===== src/rtl/vram_write_arbiter_if.sv =====
// Write-side bus of the vram write arbiter: two pixel-writer handshakes, the
// frame-clear control/status and the registered vram write port.
//   master : the side that issues writes/clears (writers, host, bench)
//   slave  : the arbiter itself
// Signals:
//   req0_valid/ready/adr/dat  requester 0 write handshake
//   req1_valid/ready/adr/dat  requester 1 write handshake
//   clr_start, clr_dat        frame-clear request and fill value
//   clr_busy, clr_done        frame-clear status
//   vram_we/adr_w/dat_w       video-memory write port
interface vram_write_arbiter_if #(
    parameter int MAW = 19,
    parameter int MDW = 8
) ();
    logic           req0_valid;
    logic           req0_ready;
    logic [MAW-1:0] req0_adr;
    logic [MDW-1:0] req0_dat;
    logic           req1_valid;
    logic           req1_ready;
    logic [MAW-1:0] req1_adr;
    logic [MDW-1:0] req1_dat;
    logic           clr_start;
    logic [MDW-1:0] clr_dat;
    logic           clr_busy;
    logic           clr_done;
    logic           vram_we;
    logic [MAW-1:0] vram_adr_w;
    logic [MDW-1:0] vram_dat_w;

    modport master (
        output req0_valid, req0_adr, req0_dat,
        output req1_valid, req1_adr, req1_dat,
        output clr_start, clr_dat,
        input  req0_ready, req1_ready, clr_busy, clr_done,
        input  vram_we, vram_adr_w, vram_dat_w
    );

    modport slave (
        input  req0_valid, req0_adr, req0_dat,
        input  req1_valid, req1_adr, req1_dat,
        input  clr_start, clr_dat,
        output req0_ready, req1_ready, clr_busy, clr_done,
        output vram_we, vram_adr_w, vram_dat_w
    );
endinterface


===== src/rtl/vram_write_arbiter.sv =====
// vram_write_arbiter
// Shares the single video-memory write port between two pixel writers with
// round-robin arbitration, and contains a frame-clear sequencer that fills
// FRAME_PIXELS words (addresses 0..FRAME_PIXELS-1) with one colour index.
// Ports:
//   clk     clock
//   clk_en  clock enable; all state advances only when high, readys forced 0
//   rst_n   synchronous active-low reset
//   bus     slave side of vram_write_arbiter_if (requesters, clear, vram port)
module vram_write_arbiter #(
    parameter int MAW          = 19,
    parameter int MDW          = 8,
    parameter int FRAME_PIXELS = 307200
) (
    input  logic                 clk,
    input  logic                 clk_en,
    input  logic                 rst_n,
    vram_write_arbiter_if.slave  bus
);
    typedef enum logic [1:0] {
        ST_ARB   = 2'd0,
        ST_CLEAR = 2'd1,
        ST_DONE  = 2'd2
    } state_t;

    localparam logic [MAW-1:0] LAST_ADR = MAW'(FRAME_PIXELS - 1);

    state_t         state_reg, state_next;
    logic           prio_reg, prio_next;
    logic [MAW-1:0] cnt_reg, cnt_next;
    logic [MDW-1:0] clr_dat_reg, clr_dat_next;
    logic           we_reg, we_next;
    logic [MAW-1:0] adr_reg, adr_next;
    logic [MDW-1:0] dat_reg, dat_next;
    logic           ready0, ready1;
    logic           grant0, grant1;

    // A lone requester always wins; on contention prio names the winner.
    assign grant0 = bus.req0_valid & (~bus.req1_valid | ~prio_reg);
    assign grant1 = bus.req1_valid & (~bus.req0_valid |  prio_reg);

    always_comb begin
        state_next   = state_reg;
        prio_next    = prio_reg;
        cnt_next     = cnt_reg;
        clr_dat_next = clr_dat_reg;
        we_next      = 1'b0;
        adr_next     = adr_reg;
        dat_next     = dat_reg;
        ready0       = 1'b0;
        ready1       = 1'b0;
        case (state_reg)
            ST_ARB: begin
                // A clear request pre-empts both writers for this cycle.
                ready0 = clk_en & ~bus.clr_start & grant0;
                ready1 = clk_en & ~bus.clr_start & grant1;
                if (bus.clr_start) begin
                    state_next   = ST_CLEAR;
                    cnt_next     = '0;
                    clr_dat_next = bus.clr_dat;
                end else if (grant0) begin
                    we_next   = 1'b1;
                    adr_next  = bus.req0_adr;
                    dat_next  = bus.req0_dat;
                    prio_next = 1'b1;
                end else if (grant1) begin
                    we_next   = 1'b1;
                    adr_next  = bus.req1_adr;
                    dat_next  = bus.req1_dat;
                    prio_next = 1'b0;
                end
            end
            ST_CLEAR: begin
                we_next  = 1'b1;
                adr_next = cnt_reg;
                dat_next = clr_dat_reg;
                // Counter stops at the last address; it never wraps.
                if (cnt_reg == LAST_ADR) begin
                    state_next = ST_DONE;
                end else begin
                    cnt_next = cnt_reg + MAW'(1);
                end
            end
            ST_DONE: begin
                state_next = ST_ARB;
            end
            default: begin
                state_next = ST_ARB;
            end
        endcase
    end

    // Reset wins over clk_en so a clear can always be aborted.
    always_ff @(posedge clk) begin
        if (!rst_n) begin
            state_reg   <= ST_ARB;
            prio_reg    <= 1'b0;
            cnt_reg     <= '0;
            clr_dat_reg <= '0;
            we_reg      <= 1'b0;
            adr_reg     <= '0;
            dat_reg     <= '0;
        end else if (clk_en) begin
            state_reg   <= state_next;
            prio_reg    <= prio_next;
            cnt_reg     <= cnt_next;
            clr_dat_reg <= clr_dat_next;
            we_reg      <= we_next;
            adr_reg     <= adr_next;
            dat_reg     <= dat_next;
        end
    end

    assign bus.req0_ready = ready0;
    assign bus.req1_ready = ready1;
    assign bus.clr_busy   = (state_reg == ST_CLEAR);
    assign bus.clr_done   = (state_reg == ST_DONE);
    assign bus.vram_we    = we_reg;
    assign bus.vram_adr_w = adr_reg;
    assign bus.vram_dat_w = dat_reg;
endmodule

===== src/flat_wrapper.sv =====
// flat-port wrapper written by rule: the top's interface ports become plain ports
module vram_write_arbiter_flat 
#(
    parameter int MAW          = 19,
    parameter int MDW          = 8,
    parameter int FRAME_PIXELS = 307200
)
  (clk, clk_en, rst_n, bus_req0_valid, bus_req0_adr, bus_req0_dat, bus_req1_valid, bus_req1_adr, bus_req1_dat, bus_clr_start, bus_clr_dat, bus_req0_ready, bus_req1_ready, bus_clr_busy, bus_clr_done, bus_vram_we, bus_vram_adr_w, bus_vram_dat_w);
  vram_write_arbiter_if #(.MAW(MAW), .MDW(MDW)) bus_i ();
  input  logic clk;
  input  logic clk_en;
  input  logic rst_n;
  input wire logic [$bits(bus_i.req0_valid)-1:0] bus_req0_valid;
  input wire logic [$bits(bus_i.req0_adr)-1:0] bus_req0_adr;
  input wire logic [$bits(bus_i.req0_dat)-1:0] bus_req0_dat;
  input wire logic [$bits(bus_i.req1_valid)-1:0] bus_req1_valid;
  input wire logic [$bits(bus_i.req1_adr)-1:0] bus_req1_adr;
  input wire logic [$bits(bus_i.req1_dat)-1:0] bus_req1_dat;
  input wire logic [$bits(bus_i.clr_start)-1:0] bus_clr_start;
  input wire logic [$bits(bus_i.clr_dat)-1:0] bus_clr_dat;
  output wire logic [$bits(bus_i.req0_ready)-1:0] bus_req0_ready;
  output wire logic [$bits(bus_i.req1_ready)-1:0] bus_req1_ready;
  output wire logic [$bits(bus_i.clr_busy)-1:0] bus_clr_busy;
  output wire logic [$bits(bus_i.clr_done)-1:0] bus_clr_done;
  output wire logic [$bits(bus_i.vram_we)-1:0] bus_vram_we;
  output wire logic [$bits(bus_i.vram_adr_w)-1:0] bus_vram_adr_w;
  output wire logic [$bits(bus_i.vram_dat_w)-1:0] bus_vram_dat_w;
  assign bus_i.req0_valid = bus_req0_valid;
  assign bus_i.req0_adr = bus_req0_adr;
  assign bus_i.req0_dat = bus_req0_dat;
  assign bus_i.req1_valid = bus_req1_valid;
  assign bus_i.req1_adr = bus_req1_adr;
  assign bus_i.req1_dat = bus_req1_dat;
  assign bus_i.clr_start = bus_clr_start;
  assign bus_i.clr_dat = bus_clr_dat;
  assign bus_req0_ready = bus_i.req0_ready;
  assign bus_req1_ready = bus_i.req1_ready;
  assign bus_clr_busy = bus_i.clr_busy;
  assign bus_clr_done = bus_i.clr_done;
  assign bus_vram_we = bus_i.vram_we;
  assign bus_vram_adr_w = bus_i.vram_adr_w;
  assign bus_vram_dat_w = bus_i.vram_dat_w;
  vram_write_arbiter #(.MAW(MAW), .MDW(MDW), .FRAME_PIXELS(FRAME_PIXELS)) u_core (.clk(clk), .clk_en(clk_en), .rst_n(rst_n), .bus(bus_i));
endmodule

===== config.mk =====
export PLATFORM = sky130hd
export DESIGN_NAME = vram_write_arbiter_flat
export DESIGN_NICKNAME = d
export VERILOG_FILES = /design/src/rtl/vram_write_arbiter_if.sv /design/src/rtl/vram_write_arbiter.sv /design/src/flat_wrapper.sv
export SDC_FILE = /design/constraint.sdc
export NUM_CORES = 1
export LEC_CHECK = 0
export CAP_MARGIN = 10
export CORE_MARGIN = 2
export CORE_UTILIZATION = 31
export CTS_CLUSTER_SIZE = 12
export DETAILED_ROUTE_END_ITERATION = 12
export PLACE_DENSITY = 0.58
export SYNTH_ARGS = -nofsm -noshare
export SYNTH_HDL_FRONTEND = slang
export SYNTH_SLANG_ARGS = --single-unit

===== constraint.sdc =====
create_clock -name clk -period 3.6 [get_ports clk]
set_input_delay 0.54 -clock clk [delete_from_list [all_inputs] [get_ports clk]]
set_output_delay 0.54 -clock clk [all_outputs]
set_load 0.02 [all_outputs]

## After elaboration in Yosys (flattened, before gate mapping)

Cells that the tools add are included.

| storage, ports and cells | value |
|---|---|
| register bits after elaboration | 58 |
| input bits | 68 |
| output and inout bits | 32 |
| word-level logic and storage cells | 57 |

| cells by class | value |
|---|---|
| add/sub/neg operators | 1 |
| equal/unequal tests | 8 |
| mux-type cells | 22 |
| bitwise operators | 11 |
| reduce and logical (&&, ||, !) cells | 8 |

Operators with widths:

| cell | number |
|---|---|
| 19-bit 2-to-1 mux | 5 |
| 19-bit one-hot mux with 2 select lines | 2 |
| 8-bit 2-to-1 mux | 3 |
| 19-bit by 1-bit adder with 19-bit output (second input constant) | 1 |
| 19-bit equality test (second input constant) | 1 |
| 8-bit one-hot mux with 2 select lines | 1 |
| 4-bit AND reduction | 3 |
| 1-bit 2-to-1 mux | 7 |
| 2-bit != test (second input constant) | 3 |
| 3-bit AND reduction | 2 |
| 1-bit bitwise AND | 5 |
| 2-bit 2-to-1 mux | 2 |
| 1-bit inverter | 4 |
| 2-bit one-hot mux with 2 select lines | 1 |
| 2-bit nonzero test | 2 |
| 3-bit by 1-bit != test with 1-bit output (second input constant) | 1 |
| 2-bit by 1-bit equality test with 1-bit output (second input constant) | 1 |
| 2-bit equality test (second input constant) | 1 |
| 2-bit logical NOT | 1 |
| 2-bit by 1-bit != test with 1-bit output (second input constant) | 1 |
| 1-bit OR | 2 |
| 1-bit one-hot mux with 2 select lines | 1 |

## Depth between registers and ports, before layout

| logic depth | value |
|---|---|
| depth after elaboration | 7 |
| mapped depth | 9 |
| mapped depth without buffers | 6 |

## Least setup slack after synthesis

Ideal clock, no wire load.

| path | value |
|---|---|
| path type | input port to output port |
| from | in bus_req0_valid |
| to | out bus_req0_ready |
| arrival time | 1.381 ns |
| data required time | 3.060 ns |
| path slack | 1.679 ns |
| stages | 4 |
| buffers on the path | 2 |
| cell sequence | a21boi_0 buf_4 buf_4 and3_1 |

| between the ends | value |
|---|---|
| cells in the longest elaborated chain, start to end | 3 |

RTL lines:

| item | RTL line | RTL |
|---|---|---|
| from (decl) | flat_wrapper.sv:13 | `input wire logic [$bits(bus_i.req0_valid)-1:0] bus_req0_valid;` |
| 1-bit bitwise AND | vram_write_arbiter.sv:39 | `assign grant0 = bus.req0_valid & (~bus.req1_valid \| ~prio_reg);` |
| 1-bit bitwise AND | vram_write_arbiter.sv:55 | `ready0 = clk_en & ~bus.clr_start & grant0;` |
| 1-bit 2-to-1 mux | vram_write_arbiter.sv:52 | `case (state_reg)` |
| to (decl) | flat_wrapper.sv:21 | `output wire logic [$bits(bus_i.req0_ready)-1:0] bus_req0_ready;` |

Every way passes these cells.

## Final worst setup path

| path | value |
|---|---|
| from | in clk_en |
| to | out bus_req1_ready |

| between the ends | value |
|---|---|
| cells in the longest elaborated chain, start to end | 3 |

RTL lines:

| item | RTL line | RTL |
|---|---|---|
| from (decl) | flat_wrapper.sv:11 | `input logic clk_en;` |
| 1-bit bitwise AND (2 in a row) | vram_write_arbiter.sv:56 | `ready1 = clk_en & ~bus.clr_start & grant1;` |
| 1-bit 2-to-1 mux | vram_write_arbiter.sv:52 |  |
| to (decl) | flat_wrapper.sv:22 | `output wire logic [$bits(bus_i.req1_ready)-1:0] bus_req1_ready;` |

Every way passes these cells.

==> flow_summary.toml <==
[routing]
firstDrtPassIters = 4
routed-via-count = 3093
drt-total-wl_um = 8820
ant_nets = 0
vias_per_cell = 5.06
drc = 0
post_drt_wl_per_cell_um = 14.4
drtIter0Drc = 201

[worst_setup_path]
cp_slowest_cell = "clkdlybuf4s50_1"
cp-start-kind = "input pin"
worst_path_most_repeated_cell = "clkdlybuf4s50_1"
arrival_ns = 2.24
end_kind = "primary output"
critical-path-max-stage-delay_ns = 0.60
path_delay_family = "buffers and inverters"
cp_max_fo = 5
critPathBufInv = 2
critPathKind = "in2out"
worstPathCellList = "clkdlybuf4s50_1, nand2b_1, nor3_1, nand2_1, nor2_1, clkdlybuf4s50_1"
cp.required_ns = 3.06

[clocking]
cts.htree.levels = 3
cts_buffer_depth = 2
cts_root_buf = "clkbuf_8"
post_cts_resized = 0
cts_tree = "built"
clk_latency_ns = 0.34
cts_setup_buffers = 0
clk_pin_slew_ns = 0.07
cts_made_buffers = 9
cts_sinks = 58
cts_hold_buf = 0

[synth]
synth.area.top_cells = "dfxtp_1, mux2i_1, a21oi_1, nor2_1, a211oi_1"
syn_avg_cell_area_um2 = 8.10
synth_ff_type = "dfxtp_1"
synth.net_count = 454
synth_top_area_cell = "dfxtp_1"
synth_cell_types = 54
syn-cell-area_um2 = 3120
synth.ff_latch_count = 58
synthCells = 385
synthArstFlopShare_pct = 0
synth_edf_count = 0
yosys-top-cells-count = "dfxtp_1, nor2_1, a21oi_1"
ys_seq_area_share_pct = 37.3
synth.top_cell.area_share_pct = 37.3
ys_warn_count = 0

[timing]
worst_pin_slew_ns = 0.881
setup-violations-final = 0
rsz0062_at_grt = "no"
setup_tns_ns = 0
relSlewSlack_pct = 41.2
max_freq_mhz = 360
drv_slew = 0
period_share_pct = 77.1
finalWorstSetupSlack_ns = 0.824
skew_ns = 0.0105
holdWs_ns = 0.456
hold_viol_final = 0
period_minus_slack_ns = 2.78

[place]
place_inst = 595
hpwlAfterDp_um = 6210
io_buffers = 99
place.gp.congestion = 0.871
pre_cts_ws_ns = 0.826

[finish]
syn2layout_area_growth_pct = 41.7
diodes = 0
drive_gt1_share_pct = 7.32
fin_cells = 611
nets = 542

[flow_run]
maxCapViolCount = 0

[pwr]
ir_worst_vdd_mv = 0.196
leakage_uw = 0.00163
power_density_nw_per_um2 = 382

[floorplanning]
floorplan.initialDensity_pct = 31.9
die_w_um = 104
rows = 36
core_um2 = 9770
dieArea_um2 = 10900
pin_count = 100
die_y_um = 104

[global_route]
grt_use_total_pct = 16.5
grt_max_degree = 62
antenna_found_initial = 0
grt_overflow_total = 0
grt_pass1_vias = 2982
grt_pass1_wl_um = 14600

[outcome]
status = "completed"

[hold_path]
hp-class = "reg2reg"
-- power breakdown --
| part | internal, uW | switching (uW) |
|---|---|---|
| registers | 675 | 21.4 |
| clock network | 338 | 280 |
| logic | 181 | 193 |
-- cells by family (layout without fill, tap and decap cells) --
group                    count (synthesis)  after routing  synth area share [%]
adder cells (fa/ha/maj)                  1              1                 0.401
flip-flops                              58             58                  37.3
multiplexers                            29             29                  9.31
AND/OR/NAND/NOR                        147            147                  24.0
AO/OA/AOI/OAI                          118            118                  24.3
buffers and inverters                   32            125                  4.74
-- placed cells by master, fill, tap and decap left out, types with 4 or more instances in the layout --
cell type        synthesis  routed
a211oi_1                27      27
a21oi_1                 48      48
a31oi_1                  8       8
and2_1                   5       5
buf_4                    2       7
clkbuf_8                 0      10
clkdlybuf4s50_1          0      99
dfxtp_1                 58      58
mux2i_1                 29      29
nand2_1                 33      33
nand3_1                  9       9
nor2_1                  58      58
nor2b_1                 10      10
o21ai_0                 10      10
or3_1                    4       4
-- through the flow --
| stage | power, uW | utilization, % | area [um2] |
|---|---|---|---|
| 2_1_floorplan | 912 | - | 3120 |
| 6_report | 1690 | 45.2 | 4420 |
| 3_3_place_gp | 1080 | 43.1 | 4210 |
| 3_5_place_dp | 1090 | 43.1 | 4210 |
| 4_1_cts | 1710 | 45.2 | 4420 |
| 5_1_grt | 1780 | 45.2 | 4420 |
-- final timing paths --
check                                                   startpoint                                  to  slack, ns  cells after the start
worst min register to register  u_core.clr_dat_reg[5]$_SDFFE_PN0P_  u_core.clr_dat_reg[5]$_SDFFE_PN0P_       0.46                      2
worst max-delay path                                        clk_en                      bus_req1_ready       0.82                      6
worst max register to register      u_core.cnt_reg[0]$_SDFFE_PN0P_      u_core.cnt_reg[5]$_SDFFE_PN0P_       1.36                      6
worst min-delay path            u_core.clr_dat_reg[5]$_SDFFE_PN0P_  u_core.clr_dat_reg[5]$_SDFFE_PN0P_       0.46                      2
-- area by class of cell --
cell class	count	area, um2
clock buffer	10	138
timing repair buffer	106	1040
inverter	3	11.3
sequential	58	1160
multi-input combinational	295	1830
fill	1005	5360
tap	133	166
clock inverter	6	66.3
-- worst min-delay path, delay by kind of cell (launching register included) --
kind / cells / cell delay (ns)
and+or+nand+nor: 1 / 0.05
AOI/OAI and AO/OA: 1 / 0.05
DFF: 1 / 0.31
-- routing by layer --
metal / part of all wire [%] / global-route usage, % / up-vias
li1: - / - / 1576
met1: 47 / 20.8 / 1405
met2: 45 / 26.6 / 104
met3: 7.3 / 5.64 / 8
met4: 0.98 / 4.54 / 0
met5: 0 / 0 / -
No activity file was read; power rests on OpenSTA's default activity.
